<file path="config.mk">
export PLATFORM = sky130hd
export DESIGN_NAME = psu_seq_timer_bank
export DESIGN_NICKNAME = d
export VERILOG_FILES = /design/src/rtl/psu_tmr_pkg.sv /design/src/rtl/psu_tmr_chan.sv /design/src/rtl/psu_seq_timer_bank.sv
export SDC_FILE = /design/constraint.sdc
export NUM_CORES = 1
export LEC_CHECK = 0
export CAP_MARGIN = 10
export CORE_MARGIN = 5
export CORE_UTILIZATION = 30
export DETAILED_ROUTE_END_ITERATION = 6
export HOLD_SLACK_MARGIN = 0.08
export PLACE_DENSITY = 0.44
export RECOVER_POWER = 50
export SYNTH_ARGS = -nofsm -noshare
export SYNTH_HDL_FRONTEND = slang
export SYNTH_SLANG_ARGS = --single-unit
</file>
<file path="constraint.sdc">
create_clock -name iClk -period 6.55 [get_ports iClk]
set_clock_uncertainty 0.1 [all_clocks]
set_input_delay 1.31 -clock iClk [delete_from_list [all_inputs] [get_ports iClk]]
set_output_delay 1.31 -clock iClk [all_outputs]
set_load 0.02 [all_outputs]
</file>
<file path="src/rtl/psu_tmr_pkg.sv">
// psu_tmr_pkg: shared types and constants for the PSU sequencing timer bank.
// States, 2MHz preset counts and the select-width helper.
package psu_tmr_pkg;

  typedef enum logic [1:0] {
    ST_IDLE  = 2'd0,
    ST_COUNT = 2'd1,
    ST_DONE  = 2'd2
  } tmr_st_e;

  localparam int unsigned T_100US = 200;
  localparam int unsigned T_10MS  = 20000;
  localparam int unsigned T_50MS  = 100000;
  localparam int unsigned T_1S    = 2000000;

  function automatic int sel_w(input int n);
    return (n > 1) ? $clog2(n) : 1;
  endfunction

endpackage

</file>
<file path="src/rtl/psu_tmr_chan.sv">
// psu_tmr_chan: one timer channel (FSM, counter, target/mode latch).
// Optional macro PSU_TMR_TICK_EN gates advance edges with iTick.
module psu_tmr_chan
  import psu_tmr_pkg::*;
#(
  parameter int CNT_W = 22
) (
  input  logic             iClk,
  input  logic             iRst_n,
  input  logic             iEnable,
  input  logic             iOneShot,
  input  logic             iHold,
  input  logic             iTick,
  input  logic [CNT_W-1:0] iTgt,
  output logic             oDone,
  output logic             oBusy
);

  tmr_st_e          st_q, st_n;
  logic [CNT_W-1:0] cnt_q, cnt_n;
  logic [CNT_W-1:0] tgt_q, tgt_n;
  logic             mode_q, mode_n;
  logic             done_q, done_n;
  logic             adv;

`ifdef PSU_TMR_TICK_EN
  assign adv = ~iHold & iTick;
`else
  logic unused_tick;
  assign unused_tick = iTick;
  assign adv = ~iHold;
`endif

  // state, counter, latched target/mode and done flag
  always_ff @(posedge iClk) begin
    if (!iRst_n) begin
      st_q   <= ST_IDLE;
      cnt_q  <= '0;
      tgt_q  <= '0;
      mode_q <= 1'b0;
      done_q <= 1'b0;
    end else begin
      st_q   <= st_n;
      cnt_q  <= cnt_n;
      tgt_q  <= tgt_n;
      mode_q <= mode_n;
      done_q <= done_n;
    end
  end

  // next state: enable-low clear wins, then per-state behaviour
  always_comb begin
    st_n   = st_q;
    cnt_n  = cnt_q;
    tgt_n  = tgt_q;
    mode_n = mode_q;
    done_n = 1'b0;
    if (!iEnable) begin
      st_n  = ST_IDLE;
      cnt_n = '0;
    end else begin
      unique case (1'b1)
        (st_q == ST_IDLE): begin
          st_n   = ST_COUNT;
          cnt_n  = CNT_W'(1);
          tgt_n  = iTgt;
          mode_n = iOneShot;
        end
        (st_q == ST_COUNT): begin
          if (adv) begin
            // >= so a zero target still expires every advance
            if (cnt_q >= tgt_q) begin
              done_n = 1'b1;
              if (mode_q) st_n = ST_DONE;
              else        cnt_n = '0;
            end else begin
              cnt_n = cnt_q + CNT_W'(1);
            end
          end
        end
        (st_q == ST_DONE): begin
          done_n = 1'b1;
        end
        default: begin
          st_n  = ST_IDLE;
          cnt_n = '0;
        end
      endcase
    end
  end

  assign oDone = done_q;
  assign oBusy = (st_q == ST_COUNT);

endmodule

</file>
<file path="src/rtl/psu_seq_timer_bank.sv">
// psu_seq_timer_bank: bank of PSU sequencing timers on the 2MHz clock.
// Optional macro PSU_TMR_TICK_EN: advance only on iTick edges.
module psu_seq_timer_bank
  import psu_tmr_pkg::*;
#(
  parameter int NUM_CH  = 4,
  parameter int CNT_W   = 22,
  parameter int NUM_SEL = 4,
  parameter logic [NUM_SEL*CNT_W-1:0] TGT_TABLE = {
    CNT_W'(T_100US), CNT_W'(T_10MS),
    CNT_W'(T_1S),    CNT_W'(T_50MS)
  },
  localparam int SEL_W = sel_w(NUM_SEL)
) (
  input  logic                    iClk,
  input  logic                    iRst_n,
  input  logic [NUM_CH-1:0]       iEnable,
  input  logic [NUM_CH*SEL_W-1:0] iSel,
  input  logic [NUM_CH-1:0]       iOneShot,
  input  logic [NUM_CH-1:0]       iHold,
  input  logic                    iTick,
  output logic [NUM_CH-1:0]       oDone,
  output logic [NUM_CH-1:0]       oBusy
);

  for (genvar c = 0; c < NUM_CH; c++) begin : g_ch
    logic [SEL_W-1:0] sel_c;
    logic [CNT_W-1:0] tgt_c;

    assign sel_c = iSel[c*SEL_W +: SEL_W];

    // preset lookup; unmatched selects fall back to entry 0
    always_comb begin
      tgt_c = TGT_TABLE[CNT_W-1:0];
      for (int i = 0; i < NUM_SEL; i++) begin
        if (sel_c == SEL_W'(i))
          tgt_c = TGT_TABLE[i*CNT_W +: CNT_W];
      end
    end

    psu_tmr_chan #(
      .CNT_W(CNT_W)
    ) u_chan (
      .iClk    (iClk),
      .iRst_n  (iRst_n),
      .iEnable (iEnable[c]),
      .iOneShot(iOneShot[c]),
      .iHold   (iHold[c]),
      .iTick   (iTick),
      .iTgt    (tgt_c),
      .oDone   (oDone[c]),
      .oBusy   (oBusy[c])
    );
  end

endmodule

</file>
# Word-level counts from Yosys, hierarchy flattened

Cells that the tools add are included.

Shift-type cells: 0
Bitwise operators: 4
Equality and inequality tests: 36
Multiply operators: 0
Add/sub/neg operators: 4
Order comparisons: 4
Multiplexer cells: 56
Reduce and logical (&&, ||, !) cells: 20
Div/mod/pow operators: 0

Operator list:

| operator              | number |
|---|---|
| $mux 22               | 20 |
| $pmux 22 s3           | 4 |
| $add 22x1->22 const B | 4 |
| $ge 22x22->1          | 4 |
| $mux 21               | 4 |
| $eq 2x2->1 const B    | 12 |
| $mux 2                | 12 |
| $ne 2x2->1 const B    | 12 |
| $pmux 2 s3            | 4 |
| $eq 2x1->1 const B    | 8 |
| $reduce_and 2->1      | 8 |
| $reduce_and 4->1      | 4 |
| $ne 3x3->1 const B    | 4 |
| $reduce_and 3->1      | 4 |
| $logic_not 2->1       | 4 |
| $mux 1                | 8 |
| $pmux 1 s2            | 4 |
| $not 1->1             | 4 |

Latch bits: 0
Memory bits (writable): 0
Memories kept: 0
Register bits: 192
Input port bits: 23
Bits in read-only memories: 0

# Depth between registers and ports, before layout

Gate-level depths: netlist of the first run.

Depth in word-level cells: 4
Gate-level depth with buffers: 10
Mapped depth without buffers: 8

# By module

Synthesis of the first run repeated with hierarchy kept, for this count alone.

Cell total of the unflattened synthesis: 1501
Area, all modules: 11791.3 um^2

Modules (own cells, without submodules):

| module                            | cells each | instances | seq. area each (um^2) | area each (um^2) |
|---|---|---|---|---|
| psu_tmr_chan (g_ch[0].u_chan ...) | 368        | 2         | 960.9                 | 2896.5 |
| psu_tmr_chan (g_ch[3].u_chan)     | 367        | 1         | 960.9                 | 3001.6 |
| psu_tmr_chan (g_ch[1].u_chan)     | 365        | 1         | 960.9                 | 2830.2 |
| psu_seq_timer_bank                | 33         | 1         | 0.0                   | 166.4 |

# Worst setup path after synthesis of the first run

Ideal clock, no wire load.

Path type: in2reg
Start: in iRst_n
End: reg g_ch[0].u_chan.cnt_q[6]
Library setup time: 0.122 ns
Setup slack: 3.775 ns
Stages: 8
Arrival: 2.553 ns
Path buffers: 3
Path through: and2_1 clkbuf_1 nand2_1 a211o_1 clkbuf_1 buf_2 nor2_1 a221o_1

Word-level cells in the longest chain between the ends: 1

Ends and longest elaborated chain:

| what                              | RTL line                 | RTL |
|---|---|---|
| start: declaration                | psu_seq_timer_bank.sv:16 | `input logic iRst_n,` |
| $reduce_and 2->1 (no source line) | -                        |  |
| end signal: assignment            | psu_tmr_chan.sv:44       | `cnt_q <= cnt_n;` |
| end: declaration                  | psu_tmr_chan.sv:20       | `logic [CNT_W-1:0] cnt_q, cnt_n;` |

Every way passes these cells.
A chain may end at the register's enable or synchronous reset.

# Worst setup path in the final report of the first run

Start: in iRst_n
End: reg g_ch[2].u_chan.cnt_q[15]

Word-level cells in the longest chain between the ends: 1

Ends and longest elaborated chain:

| what                              | RTL line |
|---|---|
| $reduce_and 2->1 (no source line) | - |
| end signal: assignment            | psu_tmr_chan.sv:44 |
| end: declaration                  | psu_tmr_chan.sv:20 |

Every way passes these cells.

==> results.md, run 1 <==
* Endpoints failing setup at 0
* Die W at 180.3 um
* Clock Path Buffers at 2
* # diodes at 0
* Antenna viol nets, final at 0
* CTS Buf Count at 17
* Count leader, synth: dfxtp_1
* Pwr/cell area at 210.6 nW/um2
* CTS clk-pin slew, worst paths at 0.07 ns
* Area leader, netlist: dfxtp_1
* Post-synth ARST share at 0
* Post-synth top cells: 136 x dfxtp_1, 116 x nand2_1, 93 x nor2_1
* Post-CTS Setup Bufs at 0
* Via count of the first global-routing pass at 7482
* Synth cell types at 78
* CTS resizes at 0
* Synth Area per Inst at 8.013 um2
* Mapped Area at around 8700 um2
* Minimum setup slack after placement at 2.521 ns
* Die area at 32510 um2
* Rows at 62
* Top FF cell, synth: dfxtp_1
* Endpoints failing hold at 0
* Synth top area share at 0.3129
* Tot Pwr at 0.002081 W
* Critical path data arrival time at ~4.4 ns
* Share of cells above drive strength 1 at 0.05722
* Max Clk Rate at 240.2 MHz
* Critical Path RT at 6.78 ns
* Die Ht at between 150 and 200 um
* IO buf count at 29
* Routed WL per cell at approximately 15 um
* Hold slack at 0.3612 ns
* Drt first-iter violations at 543
* Status: finished clean
* P_leak at 3.866 nW
* CP Capture Type: flip-flop
* Starting Density at 0.3032
* Reg2Reg Setup Slack at 3.33 ns
* CTS tree: built
* Largest net degree at the start of global routing at 36
* Syn nets at 1185
* Setup TNS at 0 ns
* Area added between synthesis and finish at 13.56%
* Hold_sp: g_ch[2].u_chan.tgt_q[19]
* Clock root buffer: clkbuf_16
* Tmin final at 4.164 ns
* Core occupancy in the finished layout at 0.3443
* IO Count at 31
* Final net count at 1188
* First-pass GRT wire length at 38320 um
* Core area at 28700 um2
* H-tree levels at 4
* Dominant cells by area after synthesis: dfxtp_1 31%, ha_1 11%, nand2_1 5.0%
* Hold Buf Count CTS at 0
* MaxCap Viol Count at 0
* DRC viols at 0
* Gate Count Post-Synth at 1086
* Routability Congestion at approximately 0.75
* EDFF count, synth at 0
* Worst Setup Start Kind: primary input
* Clock sinks at 136
* HP Class: reg -> reg
* Via count at 7780
* Final WS setup at between 2 and 2.5 ns
* Crit-path max FO at 18
* CP Launch Point: iRst_n
* Max_slew headroom at 0.1939
* RSZ-0062 raised after global routing: no
* GRT Total Usage at 0.1404
* Post-DP HPWL at 16360 um
* Worst Tran Pin Value at 1.209 ns
* Final Slew Violations at 0
* Antenna violations before repair at 0
* Warnings, synthesis at 0
* FF-to-FF Start: g_ch[0].u_chan.cnt_q[11]
* Drt pass-1 iters at 6
* Via density at 5.239
* Max VDD drop at 0.1280 mV
* FF+latch count, synth at between 100 and 150
* Seq/Total Area, Yosys at 0.3129
* Final worst-path cycle share at 0.6357
* WL final at about 23000 um
* Total global routing overflow at 0
* Crit Path Class: in -> reg
* Clk_lat worst skew at 0.42 ns
==> state kept, by name (all words and copies together), names as in the netlist <==
name and count:
g_ch.u_chan.cnt_q 88, g_ch.u_chan.tgt_q 32, g_ch.u_chan.st_q 8, g_ch.u_chan.mode_q 4, g_ch.u_chan.oDone 4
==> logic make-up after synthesis <==
group	Yosys count	share of synthesized area
and+or+nand+nor	487	0.2837
AOI/OAI and AO/OA	249	0.2236
DFF	136	0.3129
buffers and inverters	132	0.06369
adders and majority gates	76	0.1093
muxes	6	0.006902
==> worst max-delay path, stage by stage <==
cell and delay [ns]:
dlygate4sd3_1 0.64, clkbuf_1 0.67, and2_0 0.91, nand3_1 0.52, o221ai_1 0.33
==> metrics by stage <==
stage	area, um2	std cells
4_1_cts	9886	1485
5_1_grt	9882	1485
3_3_place_gp	9271	1454
6_report	9882	1485
3_5_place_dp	9271	1454
2_1_floorplan	8702	1086
==> final cells by class <==
| cell class | count | area, um2 |
|---|---|---|
| Multi-Input combinational cell | 818 | 5425 |
| Timing Repair Buffer | 36 | 339.1 |
| Sequential cell | 136 | 2723 |
| Clock inverter | 10 | 143.9 |
| Tap cell | 384 | 480.5 |
| Clock buffer | 21 | 470.5 |
| Inverter | 80 | 300.3 |
| Fill cell | 3044 | 18820 |
==> power by group <==
part	total (W)	switching [W]	internal, W	leakage, nW
Sequential	0.000859	0.0000140	0.000845	1.10
Clock	0.00102	0.000388	0.000630	0.292
Combinational	0.000204	0.000133	0.0000716	2.47
==> cell usage in the layout, fill, tap and decap left out, types with 12 or more instances in the layout <==
cell             synthesis  routed
nor2b_1                 13      13
nor2_1                  93      93
inv_1                   80      80
o21ai_0                 32      32
and3_1                  18      18
ha_1                    76      76
nor4_1                  17      17
dfxtp_1                136     136
nand4_1                 59      59
clkdlybuf4s50_1          0      20
o211a_1                 13      13
nand2_1                116     116
a31oi_1                 12      12
a21boi_0                13      13
clkbuf_16                0      17
nand3_1                 63      63
a21oi_1                 40      40
nor3_1                  38      38
a21o_1                  15      15
a221o_1                 18      18
a211o_1                 13      13
==> path summary, 6_finish.rpt <==
kind | endpoint | depth (start not counted)
worst max-delay path | g_ch[2].u_chan.cnt_q[15] | 5
worst min-delay path | g_ch[2].u_chan.tgt_q[19] | 2
worst max register to register | g_ch[0].u_chan.cnt_q[9] | 7
worst min register to register | g_ch[2].u_chan.tgt_q[19] | 2
==> per-layer routing <==
metal / vias up / global-route usage / routed length [um]
met5: - / 0 / 0
met4: 0 / 0.03660 / 267
met3: 14 / 0.02503 / 501
met2: 76 / 0.2309 / 10620
met1: 3671 / 0.1909 / 11470
li1: 4019 / - / -
No activity file was read; power rests on OpenSTA's default activity.
==> run 2, diff against run 1 <==
clock period = 4.25 ns   (was 6.55 ns; I/O delays follow)
==> run 2 against run 1 <==
Critical path depth stayed put. Sequential share of layout area is essentially flat. Routed wire length is 0.18% higher. Combinational power up 56%. Global-route usage up 0.12 points. Final cell count rose by 0.54%. Count of clock-buffer cells in the layout fell by 4. Clock power is 40% higher. Worst setup slack worse by 1.5 ns. Sequential power increased by 54%. Sequential cell count unchanged. Largest power group unchanged.
==> results.md, run 2 (synthesis results as in run 1) <==
* Setup TNS at 0 ns (unchanged)
* CTS resizes at 0 (unchanged)
* Post-CTS Setup Bufs at 0 (unchanged)
* MaxCap Viol Count at 0 (unchanged)
* IO buf count at 29 (unchanged)
* Via count at 7803 (was 7780)
* Antenna viol nets, final at 0 (unchanged)
* Filler cell count at 3076 (was 3044)
* Pwr/cell area at 311.7 nW/um2 (was 210.6 nW/um2)
* DRC viols at 0 (unchanged)
* Final Slew Violations at 0 (unchanged)
* Final WS setup at 0.8398 ns (was 2.386 ns)
* Final worst-path cycle share at 0.8024
* Multi-input logic area at 5418 um2 (was 5425 um2)
* Area added between synthesis and finish at 13.37% (was 13.56%)
* CTS clk-pin slew, worst paths at 0.07 ns (about the same)
* Largest net degree at the start of global routing at 30 (was 36)
* CTS Buf Count at 17 (unchanged)
* Routed WL per cell at 15.34 um (was 15.39 um)
* Reg area at 2723 um2 (unchanged)
* Crit-path slowest cell: clkbuf_1 (was and2_0)
* Die Ht at 180.3 um (unchanged)
* Max VDD drop at 0.2082 mV (was 0.1280 mV)
* Most common cell after layout, fill and taps aside: dfxtp_1 (unchanged)
* Die area at 32510 um2 (unchanged)
* WL final at 22900 um (was 22860 um)
* Hold Buf Count CTS at 0 (unchanged)
* Endpoints failing hold at 0 (unchanged)
* Tmin final at 3.410 ns
* Rows at 62 (unchanged)
* Cell Chain, Critical Path: dlygate4sd3_1 -> clkbuf_1 -> and3_1 -> nand3_2 -> o311ai_0 (was dlygate4sd3_1 -> clkbuf_1 -> and2_0 -> nand3_1 -> o221ai_1)
* CTS tree: built (unchanged)
* Drt pass-1 iters at 5 (was 6)
* HP Class: reg -> reg (unchanged)
* # diodes at 0 (unchanged)
* Final non-filler cell total at 1493 (was 1485)
* Die W at 180.3 um (unchanged)
* Critical Path RT at 4.47 ns (was 6.78 ns)
* Max Clk Rate at 293.2 MHz
* Via density at 5.226 (was 5.239)
* Antenna violations before repair at 0 (unchanged)
* Flip-flop count of the largest register after layout at 88 (unchanged)
* Crit Path Class: in -> reg (unchanged)
* CP bufs+invs at 2 (unchanged)
* Drt first-iter violations at 460 (was 543)
* Critical path data arrival time at 3.63 ns (was 4.39 ns)
* First-pass GRT wire length at 38700 um (was 38320 um)
* Max_slew headroom at 0.07733 (was 0.1939)
* Routability Congestion at 0.7406 (was 0.7544)
* IO Count at 31 (unchanged)
* H-tree levels at 4 (unchanged)
* Clock root buffer: clkbuf_16 (unchanged)
* Status: finished clean (unchanged)
* P_leak at 3.875 nW (was 3.866 nW)
* Core area at 28700 um2 (unchanged)
* Starting Density at 0.3032 (unchanged)
* Minimum setup slack after placement at 0.8534 ns (was 2.521 ns)
* Clock sinks at 136 (unchanged)
* Endpoints failing setup at 0 (unchanged)
* Longest individual stage delay on the worst path at 1.04 ns (was 0.91 ns)
* Final net count at 1195 (was 1188)
* Share of cells above drive strength 1 at 0.06312 (was 0.05722)
* Top Registers: g_ch.u_chan.cnt_q x88, g_ch.u_chan.tgt_q x32, g_ch.u_chan.st_q x8 (unchanged)
* Clock Path Buffers at 2 (unchanged)
* Commonest cells after routing, fill and taps aside: 136 x dfxtp_1, 116 x nand2_1, 93 x nor2_1, 80 x inv_1, 76 x ha_1 (unchanged)
* CP Capture Type: flip-flop (unchanged)
* Worst Tran Pin Value at 1.384 ns (was 1.209 ns)
* Crit-path max FO at 29 (was 18)
* RSZ-0062 raised after global routing: no (unchanged)
* Clk_lat worst skew at 0.43 ns (was 0.42 ns)
* Post-DP HPWL at 16420 um (was 16360 um)
* Cell family with most CP delay: buffers and inverters (was simple AND/OR/NAND/NOR gates)
* Placed cell count at 1461 (was 1454)
* Via count of the first global-routing pass at 7433 (was 7482)
* GRT Total Usage at 0.1416 (was 0.1404)
* Total global routing overflow at 0 (unchanged)
* Top reg by flops: g_ch.u_chan.cnt_q (unchanged)
* Worst Setup Start Kind: primary input (unchanged)
## run 2: changes by cell type in the layout (fill, tap and decap cells not counted), sizes merged, moves of 2 or more
cell,change
clkinv,+4
clkbuf,-4
bufinv,-2
buf,+7
clkinvlp,+2
## run 2: area by class of cell
| type | instances | share of cell area |
|---|---|---|
| timing repair buffer | 43 | 0.03970 |
| tap | 384 | 0.04870 |
| clock inverter | 15 | 0.01294 |
| inverter | 80 | 0.03044 |
| clock buffer | 17 | 0.04312 |
| multi-input combinational | 818 | 0.5491 |
| sequential | 136 | 0.2760 |
## run 2: per-stage QoR
| stage | instance area, um2 | hold WS, ns | utilization | power [W] |
|---|---|---|---|---|
| 4_1_cts | 9877 | 0.3704 | 0.3441 | 0.003123 |
| 5_1_grt | 9866 | 0.4074 | 0.3437 | 0.003220 |
| 2_1_floorplan | 8702 | 0.3313 | - | 0.001567 |
| 3_5_place_dp | 9324 | 0.3624 | 0.3248 | 0.001677 |
| 3_3_place_gp | 9324 | 0.3538 | 0.3248 | 0.001676 |
| 6_report | 9866 | 0.3700 | 0.3437 | 0.003076 |
## run 2: worst paths after layout
kind / end / slack [ns] / cells after the start / start
worst max-delay path: g_ch[2].u_chan.cnt_q[20] / 0.84 / 5 / iRst_n
worst min register to register: g_ch[2].u_chan.tgt_q[19] / 0.37 / 2 / g_ch[2].u_chan.tgt_q[19]
worst min-delay path: g_ch[2].u_chan.tgt_q[19] / 0.37 / 2 / g_ch[2].u_chan.tgt_q[19]
worst max register to register: g_ch[3].u_chan.cnt_q[17] / 1.00 / 6 / g_ch[3].u_chan.cnt_q[7]
## run 2: routing by layer
layer,routed length (um),up-vias,track usage
met5,0,-,0
met4,326,0,0.03842
met3,411,27,0.02523
met2,10510,80,0.2310
met1,11650,3652,0.1933
li1,-,4044,-
## run 2: where the power goes
part / total, W / internal [W] / switching [W] / leakage [nW]
combinational: 0.000319 / 0.000114 / 0.000204 / 2.51
sequential: 0.00132 / 0.00130 / 0.0000220 / 1.10
clock: 0.00143 / 0.000804 / 0.000629 / 0.261
## run 2: worst reg2reg max path: stages, from the launching register on
cell and delay [ns]:
dfxtp_1 0.47, ha_1 0.30, a211o_1 0.30, a221oi_1 0.51
o21ai_0 0.48, a31o_1 0.52, a221o_2 0.44
==> run 3, diff against run 2 <==
PLACE_DENSITY = 0.46   (was 0.44)
clock period = 3.1 ns   (was 4.25 ns; I/O delays follow)
==> run 3 against run 2 <==
Combinational power increased by 37%. Worst hold slack worse by 0.0049 ns. Sequential power increased by 38%. Via count rose by 1.3%. Final area rose by 1.1%. Worst setup slack got worse by 0.58 ns. Count of clock-buffer cells in the layout up 3. Largest cell class unchanged. Largest power group unchanged.
==> results.md, run 3 (synthesis results as in run 1) <==
* P_leak at 3.957 nW (was 3.875 nW)
* Post-DP HPWL at 16300 um (was 16420 um)
* Reg area at 2723 um2 (unchanged)
* Routed WL per cell at 14.99 um (was 15.34 um)
* Minimum setup slack after placement at 0.2950 ns (was 0.8534 ns)
* Clock Path Buffers at 2 (unchanged)
* Antenna viol nets, final at 0 (unchanged)
* IO Count at 31 (unchanged)
* Multi-input logic area at 5401 um2 (was 5418 um2)
* Final net count at 1213 (was 1195)
* Sw Share at 0.2739 (was 0.2781)
* WL final at 22650 um (was 22900 um)
* Final Slew Violations at 0 (unchanged)
* Core occupancy in the finished layout at 0.3473 (was 0.3437)
* Die area at 32510 um2 (unchanged)
* CTS tree: built (unchanged)
* P_sw at 0.001134 W (was 0.0008554 W)
* Worst Setup Start Kind: flip-flop (was primary input)
* Via count at 7903 (was 7803)
* Top Registers: g_ch.u_chan.cnt_q x88, g_ch.u_chan.tgt_q x32, g_ch.u_chan.st_q x8 (unchanged)
* CTS Buf Count at 17 (unchanged)
* Final WS setup at 0.2607 ns (was 0.8398 ns)
* Endpoints failing hold at 0 (unchanged)
* CP Capture Type: flip-flop (unchanged)
* Via density at 5.230 (was 5.226)
* Cell Int Power at 0.003006 W (was 0.002220 W)
* Setup TNS at 0 ns (unchanged)
* RSZ-0062 raised after global routing: no (unchanged)
* MaxCap Viol Count at 0 (unchanged)
* Post-CTS Setup Bufs at 0 (unchanged)
* Status: finished clean (unchanged)
* Commonest cells after routing, fill and taps aside: 136 x dfxtp_1, 116 x nand2_1, 93 x nor2_1, 80 x inv_1, 76 x ha_1 (unchanged)
* Hold Buf Count CTS at 0 (unchanged)
* IO buf count at 29 (unchanged)
* Core area at 28700 um2 (unchanged)
* Largest net degree at the start of global routing at 30 (unchanged)
* Filler cell count at 3059 (was 3076)
* Pwr/cell area at 415.3 nW/um2 (was 311.7 nW/um2)
* Drt first-iter violations at 388 (was 460)
* Flip-flop count of the largest register after layout at 88 (unchanged)
* Total global routing overflow at 0 (unchanged)
* HP Class: reg -> reg (unchanged)
* Top reg by flops: g_ch.u_chan.cnt_q (unchanged)
* GRT Total Usage at 0.1378 (was 0.1416)
* Via count of the first global-routing pass at 7213 (was 7433)
* Clock power frac at 0.455 (was 0.466)
* Die Ht at 180.3 um (unchanged)
* Routability Congestion at 0.7697 (was 0.7406)
* Final non-filler cell total at 1511 (was 1493)
* First-pass GRT wire length at 37660 um (was 38700 um)
* Final worst-path cycle share at 0.9159
* Crit-path slowest cell: clkbuf_1 (unchanged)
* Clock sinks at 136 (unchanged)
* H-tree levels at 4 (unchanged)
* Antenna violations before repair at 0 (unchanged)
* Crit Path Class: reg -> reg (was in -> reg)
* Longest individual stage delay on the worst path at 0.55 ns (was 1.04 ns)
* Rows at 62 (unchanged)
* Share of cells above drive strength 1 at 0.07453 (was 0.06312)
* Worst Tran Pin Value at 0.8865 ns (was 1.384 ns)
* Seq pwr share at 0.439 (was 0.431)
* Clock root buffer: clkbuf_16 (unchanged)
* Die W at 180.3 um (unchanged)
* # diodes at 0 (unchanged)
* Area added between synthesis and finish at 14.57% (was 13.37%)
* DRC viols at 0 (unchanged)
* Placed cell count at 1479 (was 1461)
* Starting Density at 0.3032 (unchanged)
* Critical path data arrival time at 3.04 ns (was 3.63 ns)
* Max_slew headroom at 0.4090 (was 0.07733)
* Max VDD drop at 0.3690 mV (was 0.2082 mV)
* Endpoints failing setup at 0 (unchanged)
* CTS clk-pin slew, worst paths at 0.06 ns (was 0.07 ns)
* Crit-path max FO at 14 (was 29)
* Comb power frac at 0.106 (was 0.104)
* Most common cell after layout, fill and taps aside: dfxtp_1 (unchanged)
* Tmin final at between 2 and 3 ns
* Max Clk Rate at around 350 MHz
* Drt pass-1 iters at 6 (was 5)
* Clk_lat worst skew at 0.42 ns (was 0.43 ns)
* Cell Chain, Critical Path: inv_1 -> ha_1 -> or3b_1 -> a31oi_1 -> o41ai_1 -> a211oi_1 -> clkbuf_1 -> o22ai_1 -> mux2i_1 (was dlygate4sd3_1 -> clkbuf_1 -> and3_1 -> nand3_2 -> o311ai_0)
* Hold slack at 0.3651 ns (was 0.3700 ns)
* CTS resizes at 0 (unchanged)
* Critical Path RT at 3.30 ns (was 4.47 ns)
==> run 3: cell count changes in the layout (fill, tap and decap cells not counted), sizes merged <==
| cell | before | now |
|---|---|---|
| buf | 13 | 28 |
| clkbuf | 18 | 24 |
| clkdlybuf4s50 | 21 | 24 |
| dlygate4sd3 | 8 | 5 |
| clkinv | 7 | 9 |
| clkinvlp | 5 | 3 |
| inv | 82 | 80 |
| bufinv | 1 | 0 |
==> run 3: final cells by class <==
class                           instances  share of cell area
Multi-Input combinational cell        818              0.5418
Timing Repair Buffer                   61             0.05309
Tap cell                              384             0.04819
Inverter                               80             0.03012
Clock buffer                           20             0.04581
Clock inverter                         12            0.007907
Sequential cell                       136              0.2731
==> run 3: path summary, 6_finish.rpt <==
path | end | depth (start not counted) | slack [ns] | from
max | g_ch[2].u_chan.st_q[0] | 9 | 0.26 | g_ch[2].u_chan.tgt_q[9]
min | g_ch[2].u_chan.cnt_q[21] | 2 | 0.37 | g_ch[2].u_chan.cnt_q[21]
max reg2reg | g_ch[2].u_chan.st_q[0] | 9 | 0.26 | g_ch[2].u_chan.tgt_q[9]
min reg2reg | g_ch[2].u_chan.cnt_q[21] | 2 | 0.37 | g_ch[2].u_chan.cnt_q[21]
==> run 3: power by group through the flow <==
stage	sequential, W	clock [W]	combinational [W]
final	0.00182	0.00189	0.000438
after global routing	0.00182	0.00204	0.000493
after CTS	0.00182	0.00196	0.000453
after detailed placement	0.00186	0	0.000450
after global placement	0.00185	0	0.000449
after floorplan	0.00184	0	0.000305
==> run 3: layer usage <==
layer  global-route usage  vias to the layer above  routed length, um
met2               0.2130                      103               9898
met4              0.03902                        0                226
met3              0.02099                       18                573
met1               0.1995                     3711              11950
met5                    0                        -                  0
li1                     -                     4071                  -
==> run 3: metrics by stage <==
stage | power (W) | cell area (um2)
6_report | 0.004140 | 9970
4_1_cts | 0.004233 | 10010
2_1_floorplan | 0.002148 | 8702
3_5_place_dp | 0.002305 | 9472
3_3_place_gp | 0.002304 | 9472
5_1_grt | 0.004352 | 9970
==> run 3: worst max-delay path: cells and delay by family, from the launching register on <==
kind | cells | cell delay, ns
adder cells (fa/ha/maj) | 1 | 0.21
AND/OR/NAND/NOR | 1 | 0.34
flip-flops | 1 | 0.32
AO/OA/AOI/OAI | 4 | 0.96
buffers and inverters | 2 | 0.63
multiplexers | 1 | 0.15
